==> config.mk <==
export PLATFORM = sky130hd
export DESIGN_NAME = obstacle_scheduler
export DESIGN_NICKNAME = d
export VERILOG_FILES = /design/src/rtl/obstacle_pkg.sv /design/src/rtl/lfsr16.sv /design/src/rtl/obstacle_scheduler.sv
export SDC_FILE = /design/constraint.sdc
export NUM_CORES = 1
export LEC_CHECK = 0
export BUFFER_PORTS_ARGS = -buffer_cell sky130_fd_sc_hd__buf_2
export CAP_MARGIN = 20
export CORE_MARGIN = 2
export CORE_UTILIZATION = 50
export CTS_CLUSTER_SIZE = 14
export DETAILED_ROUTE_END_ITERATION = 10
export GPL_TIMING_DRIVEN = 0
export PLACE_DENSITY = 0.74
export SYNTH_ARGS = -nofsm -noshare
export SYNTH_HDL_FRONTEND = slang
export SYNTH_HIERARCHICAL = 1
export SYNTH_SLANG_ARGS = --single-unit
==> constraint.sdc <==
create_clock -name clk -period 17.2 [get_ports clk]
set_input_delay 0.86 -clock clk [delete_from_list [all_inputs] [get_ports clk]]
set_output_delay 0.86 -clock clk [all_outputs]
set_load 0.05 [all_outputs]
==> src/rtl/obstacle_pkg.sv <==
`default_nettype none
// ============================================================
// obstacle_pkg : shared obstacle geometry, widths and game state
// Rev 1.0
// ============================================================
package obstacle_pkg;

  localparam int NUM_OBS     = 10;
  localparam int X_W         = 10;
  localparam int Y_W         = 9;
  localparam int SCREEN_W    = 640;
  localparam int UPPER_BOUND = 20;
  localparam int LOWER_BOUND = 460;

  localparam logic [15:0] LFSR_SEED = 16'hACE1;

  typedef enum logic [1:0] {
    ST_IDLE  = 2'b00,
    ST_RUN   = 2'b01,
    ST_PAUSE = 2'b10,
    ST_OVER  = 2'b11
  } state_e;

  // Obstacle heights step from 80 to 200 pixels in 40-pixel increments.
  function automatic logic [Y_W-1:0] obs_height(input logic [1:0] sel);
    return Y_W'(80) + Y_W'(40) * Y_W'(sel);
  endfunction

endpackage
`default_nettype wire

==> src/rtl/lfsr16.sv <==
`default_nettype none
// ============================================================
// lfsr16 : free-running 16-bit Fibonacci LFSR (taps 16,14,13,11)
// Rev 1.0
// ============================================================
module lfsr16
  import obstacle_pkg::*;
(
  input  logic       clk,
  input  logic       rst,
  output logic [2:0] rnd
);

  logic [15:0] lfsr_q;
  logic [15:0] lfsr_d;

  // Right-shifting form: feedback enters at bit 15.
  always_comb begin
    lfsr_d = {lfsr_q[0] ^ lfsr_q[2] ^ lfsr_q[3] ^ lfsr_q[5], lfsr_q[15:1]};
  end

  always_ff @(posedge clk or posedge rst) begin
    if (rst) begin
      lfsr_q <= LFSR_SEED;
    end else begin
      lfsr_q <= lfsr_d;
    end
  end

  assign rnd = lfsr_q[2:0];

endmodule
`default_nettype wire

==> src/rtl/obstacle_scheduler.sv <==
`default_nettype none
// ============================================================
// obstacle_scheduler : spawns, scrolls and retires obstacle slots
// Rev 1.0
// ============================================================
module obstacle_scheduler #(
  parameter int NUM_OBS   = obstacle_pkg::NUM_OBS,
  parameter int SPAWN_GAP = 60,
  parameter int SPEED     = 4,
  parameter int OBS_W     = 40
) (
  input  logic                                      clk,
  input  logic                                      rst,
  input  logic [1:0]                                gamemode,
  input  logic                                      frame_tick,
  output logic [NUM_OBS-1:0][obstacle_pkg::X_W-1:0] obstacle_x_game_left,
  output logic [NUM_OBS-1:0][obstacle_pkg::X_W-1:0] obstacle_x_game_right,
  output logic [NUM_OBS-1:0][obstacle_pkg::Y_W-1:0] obstacle_y_game_up,
  output logic [NUM_OBS-1:0][obstacle_pkg::Y_W-1:0] obstacle_y_game_down,
  output logic [NUM_OBS-1:0]                        obs_active,
  output logic [15:0]                               obs_passed
);
  import obstacle_pkg::*;

  localparam int                CNT_W    = (SPAWN_GAP > 1) ? $clog2(SPAWN_GAP) : 1;
  localparam int                RET_W    = $clog2(NUM_OBS + 1);
  localparam logic [CNT_W-1:0]  CNT_LAST = CNT_W'(SPAWN_GAP - 1);
  localparam logic [X_W-1:0]    SPEED_X  = X_W'(SPEED);
  localparam logic [X_W-1:0]    SPAWN_L  = X_W'(SCREEN_W);
  localparam logic [X_W-1:0]    SPAWN_R  = X_W'(SCREEN_W + OBS_W);
  localparam logic [Y_W-1:0]    TOP_Y    = Y_W'(UPPER_BOUND + 1);
  localparam logic [Y_W-1:0]    BOT_Y    = Y_W'(LOWER_BOUND);

  state_e                      state_q, state_d;
  logic [NUM_OBS-1:0][X_W-1:0] left_q, left_d, right_q, right_d;
  logic [NUM_OBS-1:0][Y_W-1:0] up_q, up_d, down_q, down_d;
  logic [NUM_OBS-1:0]          active_q, active_d;
  logic [CNT_W-1:0]            cnt_q, cnt_d;
  logic [15:0]                 passed_q, passed_d;

  logic [2:0]       rnd;
  logic [Y_W-1:0]   height;
  logic [RET_W-1:0] retired;
  logic [16:0]      passed_sum;
  logic             clear_all;
  logic             run_tick;
  logic             spawn_done;

  lfsr16 u_lfsr (
    .clk (clk),
    .rst (rst),
    .rnd (rnd)
  );

  always_comb begin
    state_d    = state_e'(gamemode);
    left_d     = left_q;
    right_d    = right_q;
    up_d       = up_q;
    down_d     = down_q;
    active_d   = active_q;
    cnt_d      = cnt_q;
    passed_d   = passed_q;
    retired    = '0;
    passed_sum = '0;
    spawn_done = 1'b0;
    height     = obs_height(rnd[1:0]);

    // A fresh game (or going back to the title) wipes everything and swallows any tick.
    clear_all = (state_d == ST_IDLE) ||
                ((state_d == ST_RUN) && ((state_q == ST_IDLE) || (state_q == ST_OVER)));
    run_tick  = (state_d == ST_RUN) && frame_tick && !clear_all;

    if (clear_all) begin
      left_d   = '0;
      right_d  = '0;
      up_d     = '0;
      down_d   = '0;
      active_d = '0;
      cnt_d    = '0;
      passed_d = '0;
    end else if (run_tick) begin
      for (int i = 0; i < NUM_OBS; i++) begin
        if (active_q[i]) begin
          if (right_q[i] > SPEED_X) begin
            left_d[i]  = (left_q[i] > SPEED_X) ? (left_q[i] - SPEED_X) : '0;
            right_d[i] = right_q[i] - SPEED_X;
          end else begin
            active_d[i] = 1'b0;
            left_d[i]   = '0;
            right_d[i]  = '0;
            up_d[i]     = '0;
            down_d[i]   = '0;
            retired     = retired + RET_W'(1);
          end
        end
      end
      passed_sum = {1'b0, passed_q} + 17'(retired);
      passed_d   = passed_sum[16] ? 16'hFFFF : passed_sum[15:0];

      // Eligibility uses the pre-tick mask so a slot retired this tick stays empty.
      if (cnt_q == CNT_LAST) begin
        cnt_d = '0;
        for (int i = 0; i < NUM_OBS; i++) begin
          if (!spawn_done && !active_q[i]) begin
            spawn_done  = 1'b1;
            active_d[i] = 1'b1;
            left_d[i]   = SPAWN_L;
            right_d[i]  = SPAWN_R;
            if (rnd[2]) begin
              down_d[i] = BOT_Y;
              up_d[i]   = BOT_Y - height;
            end else begin
              up_d[i]   = TOP_Y;
              down_d[i] = TOP_Y + height;
            end
          end
        end
      end else begin
        cnt_d = cnt_q + CNT_W'(1);
      end
    end
  end

  always_ff @(posedge clk or posedge rst) begin
    if (rst) begin
      state_q  <= ST_IDLE;
      left_q   <= '0;
      right_q  <= '0;
      up_q     <= '0;
      down_q   <= '0;
      active_q <= '0;
      cnt_q    <= '0;
      passed_q <= '0;
    end else begin
      state_q  <= state_d;
      left_q   <= left_d;
      right_q  <= right_d;
      up_q     <= up_d;
      down_q   <= down_d;
      active_q <= active_d;
      cnt_q    <= cnt_d;
      passed_q <= passed_d;
    end
  end

  assign obstacle_x_game_left  = left_q;
  assign obstacle_x_game_right = right_q;
  assign obstacle_y_game_up    = up_q;
  assign obstacle_y_game_down  = down_q;
  assign obs_active            = active_q;
  assign obs_passed            = passed_q;

endmodule
`default_nettype wire

; Yosys cells after proc, flatten, opt, wreduce, memory -nomap -nowiden
; Cells that the tools add are included.
[word_totals]
register_bits = 430
input_bits = 5
out_inout_bits = 406
wordCells = 401
[classes]
n_addsub = 34
multipliers = 1
magnitude_cmp = 20
n_eq_ne = 3
n_mux = 259
n_bitwise = 3
n_reduce_logical = 36
[ops]
columns = cell, count
row1 = $mux 10, 73
row2 = $mux 100, 6
row3 = $mux 9, 62
row4 = $mux 90, 6
row5 = $gt 10x3->1 const B, 20
row6 = $sub 10x3->10 const B, 20
row7 = $mux 4, 38
row8 = $mux 1, 68
row9 = $mux 16, 3
row10 = $add 4x1->4 const B, 9
row11 = $logic_not 1->1, 19
row12 = $mux 6, 3
row13 = $add 16x4->17, 1
row14 = $logic_and 1x1->1, 12
row15 = $add 5x9->9 const A, 1
row16 = $add 7x8->9 const A, 1
row17 = $sub 9x9->9 const A, 1
row18 = $add 6x1->6 const B, 1
row19 = $eq 6x6->1 const B, 1
row20 = $mul 3x2->5 const A, 1
row21 = $logic_not 2->1, 2
row22 = $xor 1x1->1, 3
row23 = $eq 2x1->1 const B, 1
row24 = $eq 2x2->1 const B, 1
row25 = other kinds (2), 3

; Logic depth before layout (Yosys ltp)
; Gate-level depths: netlist (run 1).
[depth]
ltp_word = 62
ltp_mapped = 45
ltp_nobuf = 44

; Modules after synthesis
; The synthesis (run 1) kept the hierarchy.
[modules_own_cells]
columns = module, n_inst, cells_per_inst, area_each_um2, seq_area_each_um2
row1 = obstacle_scheduler, 1, 2103, 20073.0, 10359.9
row2 = lfsr16, 1, 22, 455.4, 410.4

; Least setup slack after synthesis (run 1)
; OpenSTA, ideal clock, no wires.
[synth_timing]
path_type = reg-to-reg
startpoint = reg right_q (netlist bit obstacle_x_game_right[2])
endpoint = reg passed_q[13], in the netlist obs_passed[13]
setup_time_ns = 0.068
arrival_time_ns = 8.141
t_required_ns = 17.132
path_slack_ns = 8.991
path_stages_with_launch = 43
n_path_buf = 1
synth_period_minus_slack_ns = 8.209
path_cell_list = dfrtp_1 -> ha_1 -> nor3b_1 -> o211ai_1 -> or2_2 -> inv_1 -> ha_1 -> nand2_1 -> nand2_2 -> ha_1 -> and2_1 -> o2111ai_1 -> o21ai_0 -> ha_1 -> xnor2_1 -> a21oi_1 -> xnor2_1 -> mux2_2 -> [7 not listed] -> nand3b_1 -> nor3_1 -> xnor2_1 -> xor2_1 -> xnor2_1 -> or4_1 -> o311ai_2 -> xnor2_1 -> ha_1 -> o21ai_0 -> nand2b_1 -> and3_1 -> and3_1 -> nand2_1 -> or3_1 -> clkbuf_1 -> o31ai_1 -> a22o_1
[synth_via]
elab_chain_len = 54
[synth_lines]
columns = item, line
row1 = "start, declared", obstacle_scheduler.sv:35  ; logic [NUM_OBS-1:0][X_W-1:0] left_q, left_d, right_q, right_d;
row2 = "start signal, assigned", obstacle_scheduler.sv:138  ; right_q <= right_d;
row3 = $gt 10x3->1 *, obstacle_scheduler.sv:85  ; if (right_q[i] > SPEED_X) begin
row4 = $mux 1 *, obstacle_scheduler.sv:85
row5 = $mux 1 *, obstacle_scheduler.sv:84  ; if (active_q[i]) begin
row6 = $mux 4 *, obstacle_scheduler.sv:82  ; end else if (run_tick) begin
row7 = $mux 4 *, obstacle_scheduler.sv:74  ; if (clear_all) begin
row8 = $add 4x1->4, obstacle_scheduler.sv:94  ; retired = retired + RET_W'(1);
row9 = $mux 4, obstacle_scheduler.sv:85
row10 = $mux 4 *, obstacle_scheduler.sv:84
row11 = [38 not listed], n/a
row12 = $mux 4, obstacle_scheduler.sv:85
row13 = $mux 4 *, obstacle_scheduler.sv:84
row14 = $mux 4 *, obstacle_scheduler.sv:82
row15 = $mux 4 *, obstacle_scheduler.sv:74
row16 = $add 16x4->17 *, obstacle_scheduler.sv:98  ; passed_sum = {1'b0, passed_q} + 17'(retired);
row17 = $mux 16 *, obstacle_scheduler.sv:99  ; passed_d = passed_sum[16] ? 16'hFFFF : passed_sum[15:0];
row18 = $mux 16 *, obstacle_scheduler.sv:82
row19 = $mux 16 *, obstacle_scheduler.sv:74
row20 = "end signal, assigned", obstacle_scheduler.sv:143  ; passed_q <= passed_d;
row21 = "end, declared", obstacle_scheduler.sv:39  ; logic [15:0] passed_q, passed_d;
; Every way passes the cells marked *; elsewhere a longest branch is shown, timed or not. The select of a mux whose other input is x is not followed.
; A chain may end at the register's enable or synchronous reset.

; Final worst setup path (run 1)
[layout_timing]
startpoint = reg active_q[0], in the netlist obs_active[0]
endpoint = reg passed_q[5], in the netlist obs_passed[5]
[layout_via]
elab_chain_len = 52
[layout_lines]
columns = item, line
row1 = "start, declared", obstacle_scheduler.sv:37  ; logic [NUM_OBS-1:0] active_q, active_d;
row2 = "start signal, assigned", obstacle_scheduler.sv:141  ; active_q <= active_d;
row3 = $mux 1 *, obstacle_scheduler.sv:84
row4 = $mux 4 *, obstacle_scheduler.sv:82
row5 = $mux 4 *, obstacle_scheduler.sv:74
row6 = $add 4x1->4, obstacle_scheduler.sv:94
row7 = $mux 4, obstacle_scheduler.sv:85
row8 = $mux 4 *, obstacle_scheduler.sv:84
row9 = $mux 4 *, obstacle_scheduler.sv:82
row10 = $mux 4 *, obstacle_scheduler.sv:74
row11 = [36 not listed], n/a
row12 = $mux 4, obstacle_scheduler.sv:85
row13 = $mux 4 *, obstacle_scheduler.sv:84
row14 = $mux 4 *, obstacle_scheduler.sv:82
row15 = $mux 4 *, obstacle_scheduler.sv:74
row16 = $add 16x4->17 *, obstacle_scheduler.sv:98
row17 = $mux 16 *, obstacle_scheduler.sv:99
row18 = $mux 16 *, obstacle_scheduler.sv:82
row19 = $mux 16 *, obstacle_scheduler.sv:74
; Marks and branches as above.

==> reports/qor.yml, run 1 <==
yosys:
  netlist_area_um2: 20500
  synthArstFlopShare: 1.00
  synthCells: 2125
  post_synth.cell_area_avg_um2: 9.66
  post_synth_cell_types: 77
  yosys_warnings: 6
  synth-seq-area-share: 0.525
  number_of_enable_flip_flop_cells_after_synthesis: 0
  top_reg_cell_synth: "sky130_fd_sc_hd__dfrtp_1"
  synth_nets: 2190
  yosys_register_bits: 430
critical_path:
  critical-path-max-stage-delay_ns: 0.52
  kind_of_end_point_of_the_critical_path: "register"
  critical_path_peak_fanout: 10
  cp_top_family: "simple AND/OR/NAND/NOR gates"
  worstPathRequired_ns: 17.68
  worstPathArrival_ns: 10.06
  critPathKind: "reg2reg"
  worst-path-buf-inv: 4
  crit_path_start_kind: "register"
  cp_common_cell: "sky130_fd_sc_hd__ha_1"
  critical-path-slowest-cell: "sky130_fd_sc_hd__or4_1"
detailed_routing:
  antenna_left: 0
  totalWireLength_um: 77600
  via_per_inst: 6.15
  route.detailed.wl_per_inst_um: 24.5
  dr.first_iter.drc_count: 2051
  num_vias: 19459
  drt-pass1-iter-count: 6
  drc: 0
die:
  floorplan.initialDensity: 0.505
  core_area_um2: 40600
  ios: 411
  die_w_um: 207
  die_area_um2: 42700
  row_count: 74
  chipHeight_um: 207
final_layout:
  insertedDiodeCount: 0
  final_common_cell: "sky130_fd_sc_hd__dfrtp_1"
  final.fill_count: 3533
  final_cell_mix: "422 x sky130_fd_sc_hd__dfrtp_1, 412 x sky130_fd_sc_hd__buf_2, 261 x sky130_fd_sc_hd__nand2_1, 246 x sky130_fd_sc_hd__o21ai_0, 165 x sky130_fd_sc_hd__nor2_1"
  layout-drive-gt1-share: 0.205
  final-instance-count-excl-fill: 3165
  area_growth_pct: 21.8
  utilization: 0.615
  total_number_of_nets_in_the_final_design: 2661
cts:
  cts_stage_hold_buffer_count: 0
  clkLatencyLatePin_ns: 0.60
  tritoncts: "built"
  htree_num_levels: 2
  postCtsSetupBuffers: 0
  cts_root_buffer: "sky130_fd_sc_hd__clkbuf_16"
  cts.sinks: 430
  clock_path_buffers: 3
  cts_buffers: 46
  cts.clk_slew.worst_paths_ns: 0.06
  post_cts.resized_instances: 0
sta:
  slew_viol_final: 0
  worst_hold_slack_ns: 0.358
  clock-skew-final_ns: 0.0255
  tightest_slew_ns: 1.20
  max-slew-margin-rel: 0.191
  final_count_of_hold_timing_violations: 0
  final.setup.worst_slack_ns: 7.62
  finalSetupViolations: 0
  max_freq_mhz: 104
  post-route-min-period_ns: 9.58
  final.period_utilization: 0.557
  rsz0062_at_grt: "false"
  setup-tns-final_ns: 0
global_routing:
  grt_first_pass_wirelength_um: 113000
  global_route.overflow_total: 0
  number_of_antenna_violations_at_the_first_check_in_global_routing: 2
  track_usage: 0.356
  grt_start_max_net_pins: 119
  grt_pass1_vias: 18507
place:
  placed_cells_incl_taps: 3074
  gp_routability_congestion: 0.940
  post-place-ws_ns: 7.95
  dp_hpwl_um: 57100
  number_of_buffer_cells_added_on_primary_ports: 410
power:
  peak_supply_drop_mv: 0.0670
  p_per_area_nw_per_um2: 86.3
  total_leakage_power_nw: 12.8
job:
  max_cap_viol_count: 0
status:
  outcome: "complete, no violations"
min_path:
  hp-class: "reg2reg"
==> worst register-to-register path, delay by kind of cell, from the launching register on <==
family                     cells  cell delay, ns
buffers and inverters          4            1.29
xor gates and xnor gates       7            1.40
adders and majority gates      6            1.77
DFF                            1            0.36
AOI/OAI and AO/OA              9            1.47
muxes                          2            0.51
and+or+nand+nor               13            2.65
==> stage by stage <==
step | area [um^2] | total power [W]
floorplan | 20500 | 0.00108
global placement | 23200 | 0.00113
detailed placement | 23400 | 0.00114
CTS | 25000 | 0.00216
global route | 25000 | 0.00221
finish | 25000 | 0.00216
==> path summary, 6_finish.rpt <==
check | start | to | slack [ns] | cells past startpoint
max in group asynchronous | rst | obs_passed[10] | 14.87 | 5
min reg2reg | u_lfsr/lfsr_q[6] | u_lfsr/lfsr_q[5] | 0.36 | 0
min in group asynchronous | rst | u_lfsr/lfsr_q[14] | 0.37 | 2
max | obs_active[0] | obs_passed[5] | 7.62 | 41
min | u_lfsr/lfsr_q[6] | u_lfsr/lfsr_q[5] | 0.36 | 0
max reg2reg | obs_active[0] | obs_passed[5] | 7.62 | 41
==> synthesized netlist by cell type (all sizes together), types with 58 or more instances <==
cell      n  area (um^2)
a21oi   112          561
a22o     59          517
clkbuf   84          315
dfrtp   422        10600
ha       59          738
inv      84          315
nand2   262          986
nand3    58          290
nor2    165          619
nor3     71          360
o21ai   249         1250
xnor2    60          567
==> power by group <==
group | internal [W] | leakage (nW) | switching [W]
registers | 0.00101 | 5.98 | 0.000000531
logic | 0.0000151 | 6.02 | 0.0000932
clock network | 0.000609 | 0.773 | 0.000429
==> sequential cells by signal, summed over array words and instances (netlist names) <==
name	cells
obstacle_x_game_left	100
obstacle_x_game_right	100
cnt_q	6
obs_active	10
obs_passed	16
obstacle_y_game_up	90
state_q	2
u_lfsr/lfsr_q	16
obstacle_y_game_down	90
==> logic make-up after synthesis <==
group | share of synthesized area
AOI/OAI and AO/OA | 0.170
DFF | 0.525
xor gates and xnor gates | 0.0424
adders and majority gates | 0.0369
muxes | 0.00414
buffers and inverters | 0.0343
and+or+nand+nor | 0.188
==> final cells by class <==
class	count	area (um^2)	share of cell area
clock buffer	70	1360	0.0544
multi-input combinational	1513	9050	0.362
inverter	84	323	0.0129
clock inverter	15	208	0.00830
tap	532	666	0.0266
buffer	98	389	0.0156
sequential	430	10800	0.431
timing repair buffer	423	2240	0.0895
==> routing by layer <==
metal | global-route usage | vias to the layer above | wire length [um]
met4 | 0.185 | 2 | 4030
met5 | 0 | - | 13
met1 | 0.458 | 9664 | 29800
met2 | 0.562 | 1086 | 35900
li1 | - | 8472 | -
met3 | 0.0845 | 235 | 7850
Power figures use the tool's default switching activity.
==> run 2, diff against run 1 <==
==> constraint.sdc (replaced) <==
create_clock -name clk -period 8.9 [get_ports clk]
set_input_delay 0.445 -clock clk [delete_from_list [all_inputs] [get_ports clk]]
set_output_delay 0.445 -clock clk [all_outputs]
set_load 0.05 [all_outputs]
==> run 2 against run 1 <==
  * Routed wire length rose by 0.32%
  * Global-route usage fell by 0.17 points
  * Power rose by 97%
  * Non-clock buffer count rose by 19
  * Cell area rose by 1.7%
  * Sequential power rose by 94%
  * Sequential share of layout area fell by 0.73 points
  * Highest routed layer unchanged
  * Largest cell class unchanged
  * Flip-flop and latch count did not move
==> reports/qor.yml, run 2 (synthesis results as in run 1) <==
power:
  switchingPower_w: 0.00103  # +98%
  power_switching_share: 0.243  # +0.000860
  cell_internal_power_w: 0.00322  # +97%
  seq_power_share: 0.460  # -0.009
  clockPowerShare: 0.489  # +0.008
  total_leakage_power_nw: 12.9  # +1.3%
  share_comb_of_total_power: 0.051  # about the same
  peak_supply_drop_mv: 0.137  # +100%
  p_per_area_nw_per_um2: 167  # +94%
critical_path:
  critical_path_peak_fanout: 10  # unchanged
  critical-path-slowest-cell: "sky130_fd_sc_hd__or4_1"
  critical-path-max-stage-delay_ns: 0.51  # about the same
  cp_common_cell: "sky130_fd_sc_hd__ha_1"
  critPathKind: "reg2reg"
  worstPathRequired_ns: 9.41  # -8.27 ns
  worstPathArrival_ns: 9.06  # -1.00 ns
  reg2reg_setup_slack_ns: 0.35  # -7.27 ns
  crit_path_start_kind: "register"
  kind_of_end_point_of_the_critical_path: "register"
detailed_routing:
  antenna_left: 0  # unchanged
  totalWireLength_um: 77900  # +0.32%
  via_per_inst: 6.13  # -0.34%
  drt-pass1-iter-count: 5  # -1
  route.detailed.wl_per_inst_um: 24.4  # -0.38%
  dr.first_iter.drc_count: 1845  # -10%
  drc: 0  # unchanged
  num_vias: 19528  # +0.35%
global_routing:
  number_of_antenna_violations_at_the_first_check_in_global_routing: 2  # unchanged
  grt_pass1_vias: 18467  # -0.22%
  global_route.overflow_total: 0  # unchanged
  grt_start_max_net_pins: 43  # -64%
  track_usage: 0.354  # -0.00166
  grt_first_pass_wirelength_um: 113000  # -0.80%
cts:
  tritoncts: "built"
  cts.sinks: 430  # unchanged
  htree_num_levels: 2  # unchanged
  cts_buffers: 47  # +2.2%
  clkLatencyLatePin_ns: 0.60  # about the same
  clock_path_buffers: 3  # unchanged
  cts.clk_slew.worst_paths_ns: 0.06  # about the same
  cts_root_buffer: "sky130_fd_sc_hd__clkbuf_16"
job:
  max_cap_viol_count: 0  # unchanged
final_layout:
  layout-drive-gt1-share: 0.221  # +0.0157
  final.fill_count: 3390  # -4.0%
  final-instance-count-excl-fill: 3187  # +0.70%
  total_number_of_nets_in_the_final_design: 2681  # +0.75%
  utilization: 0.626  # +0.0106
  final_common_cell: "sky130_fd_sc_hd__dfrtp_1"
  area_growth_pct: 23.9
  final_cell_mix: "421 x sky130_fd_sc_hd__dfrtp_1, 413 x sky130_fd_sc_hd__buf_2, 260 x sky130_fd_sc_hd__nand2_1, 244 x sky130_fd_sc_hd__o21ai_0, 165 x sky130_fd_sc_hd__nor2_1"
sta:
  max_freq_mhz: 117  # +12%
  post-route-min-period_ns: 8.55  # -1.03 ns
  max-slew-margin-rel: 0.176  # -0.0154
  finalSetupViolations: 0  # unchanged
  tightest_slew_ns: 1.24  # +0.0323 ns
  final.setup.worst_slack_ns: 0.349  # -7.27 ns
  final.period_utilization: 0.961  # +0.404
  final_count_of_hold_timing_violations: 0  # unchanged
  clock-skew-final_ns: 0.0158  # -0.00964 ns
  slew_viol_final: 0  # unchanged
place:
  gp_routability_congestion: 0.933  # -0.71%
  placed_cells_incl_taps: 3081  # +0.23%
  number_of_buffer_cells_added_on_primary_ports: 410  # unchanged
  dp_hpwl_um: 57100  # about the same
  post-place-ws_ns: -0.388  # -8.34 ns
status:
  outcome: "complete, no violations"
die:
  ios: 411  # unchanged
  chipHeight_um: 207  # unchanged
  row_count: 74  # unchanged
  core_area_um2: 40600  # unchanged
  floorplan.initialDensity: 0.505  # unchanged
  die_w_um: 207  # unchanged
  die_area_um2: 42700  # unchanged
min_path:
  hp-class: "reg2reg"
==> run 2: per-stage QoR <==
| step | hold slack, ns | TNS, ns | power, W | instance area (um^2) |
|---|---|---|---|---|
| floorplan | 0.331 | 0 | 0.00209 | 20500 |
| global placement | 0.338 | -2.59 | 0.00219 | 23200 |
| detailed placement | 0.339 | -3.66 | 0.00220 | 23500 |
| CTS | 0.357 | 0 | 0.00426 | 25200 |
| global route | 0.360 | -0.151 | 0.00436 | 25400 |
| finish | 0.356 | 0 | 0.00426 | 25400 |
==> run 2: power by group through the flow <==
stage / registers [W] / clock network, W / logic [W]
after floorplan: 0.00199 / 0 / 0.0000993
after global placement: 0.00200 / 0 / 0.000191
after detailed placement: 0.00199 / 0 / 0.000209
after CTS: 0.00196 / 0.00209 / 0.000210
after global routing: 0.00196 / 0.00217 / 0.000227
final: 0.00196 / 0.00208 / 0.000216
==> run 2: layout make-up <==
cell class | count | area, um^2 | area share
antenna | 1 | 2.50 | 0.0000984
buffer | 97 | 389 | 0.0153
clock buffer | 65 | 1380 | 0.0540
clock inverter | 22 | 279 | 0.0110
inverter | 84 | 319 | 0.0125
multi-input combinational | 1513 | 9190 | 0.361
sequential | 430 | 10800 | 0.423
tap | 532 | 666 | 0.0262
timing repair buffer | 443 | 2450 | 0.0965
==> run 2: timing repair <==
action | CTS | global route
setup endpoints to repair | 16 | 16
hold endpoints to repair | 24 | 0
hold buffers | 3 | 0
pin swaps | 1 | 11
resized for setup | 8 | 21
buffers inserted | 1 | 12
==> run 2: worst max-delay path, delay by kind of cell, from the launching register on <==
| family | cells | cell delay, ns |
|---|---|---|
| AO/OA/AOI/OAI | 10 | 1.36 |
| adder cells (fa/ha/maj) | 7 | 1.72 |
| XOR/XNOR | 7 | 1.26 |
| flip-flops | 1 | 0.41 |
| multiplexers | 2 | 0.51 |
| AND/OR/NAND/NOR | 15 | 2.85 |
| buffers and inverters | 3 | 0.35 |
==> run 2: final timing paths <==
| check | startpoint | to | depth (start not counted) |
|---|---|---|---|
| max | obstacle_x_game_right[3] | obs_passed[10] | 44 |
| min | u_lfsr/lfsr_q[14] | u_lfsr/lfsr_q[13] | 0 |
| max reg2reg | obstacle_x_game_right[3] | obs_passed[10] | 44 |
| min reg2reg | u_lfsr/lfsr_q[14] | u_lfsr/lfsr_q[13] | 0 |
| max in group asynchronous | rst | obs_passed[10] | 7 |
| min in group asynchronous | rst | obstacle_y_game_up[33] | 3 |
==> run 2: metal layers <==
metal  GRT usage  part of all wire  up-vias
met5           0           0.00017        -
met4       0.176             0.048        2
met3      0.0983              0.10      230
met2       0.562              0.46     1041
met1       0.447              0.38     9715
li1            -                 -     8540
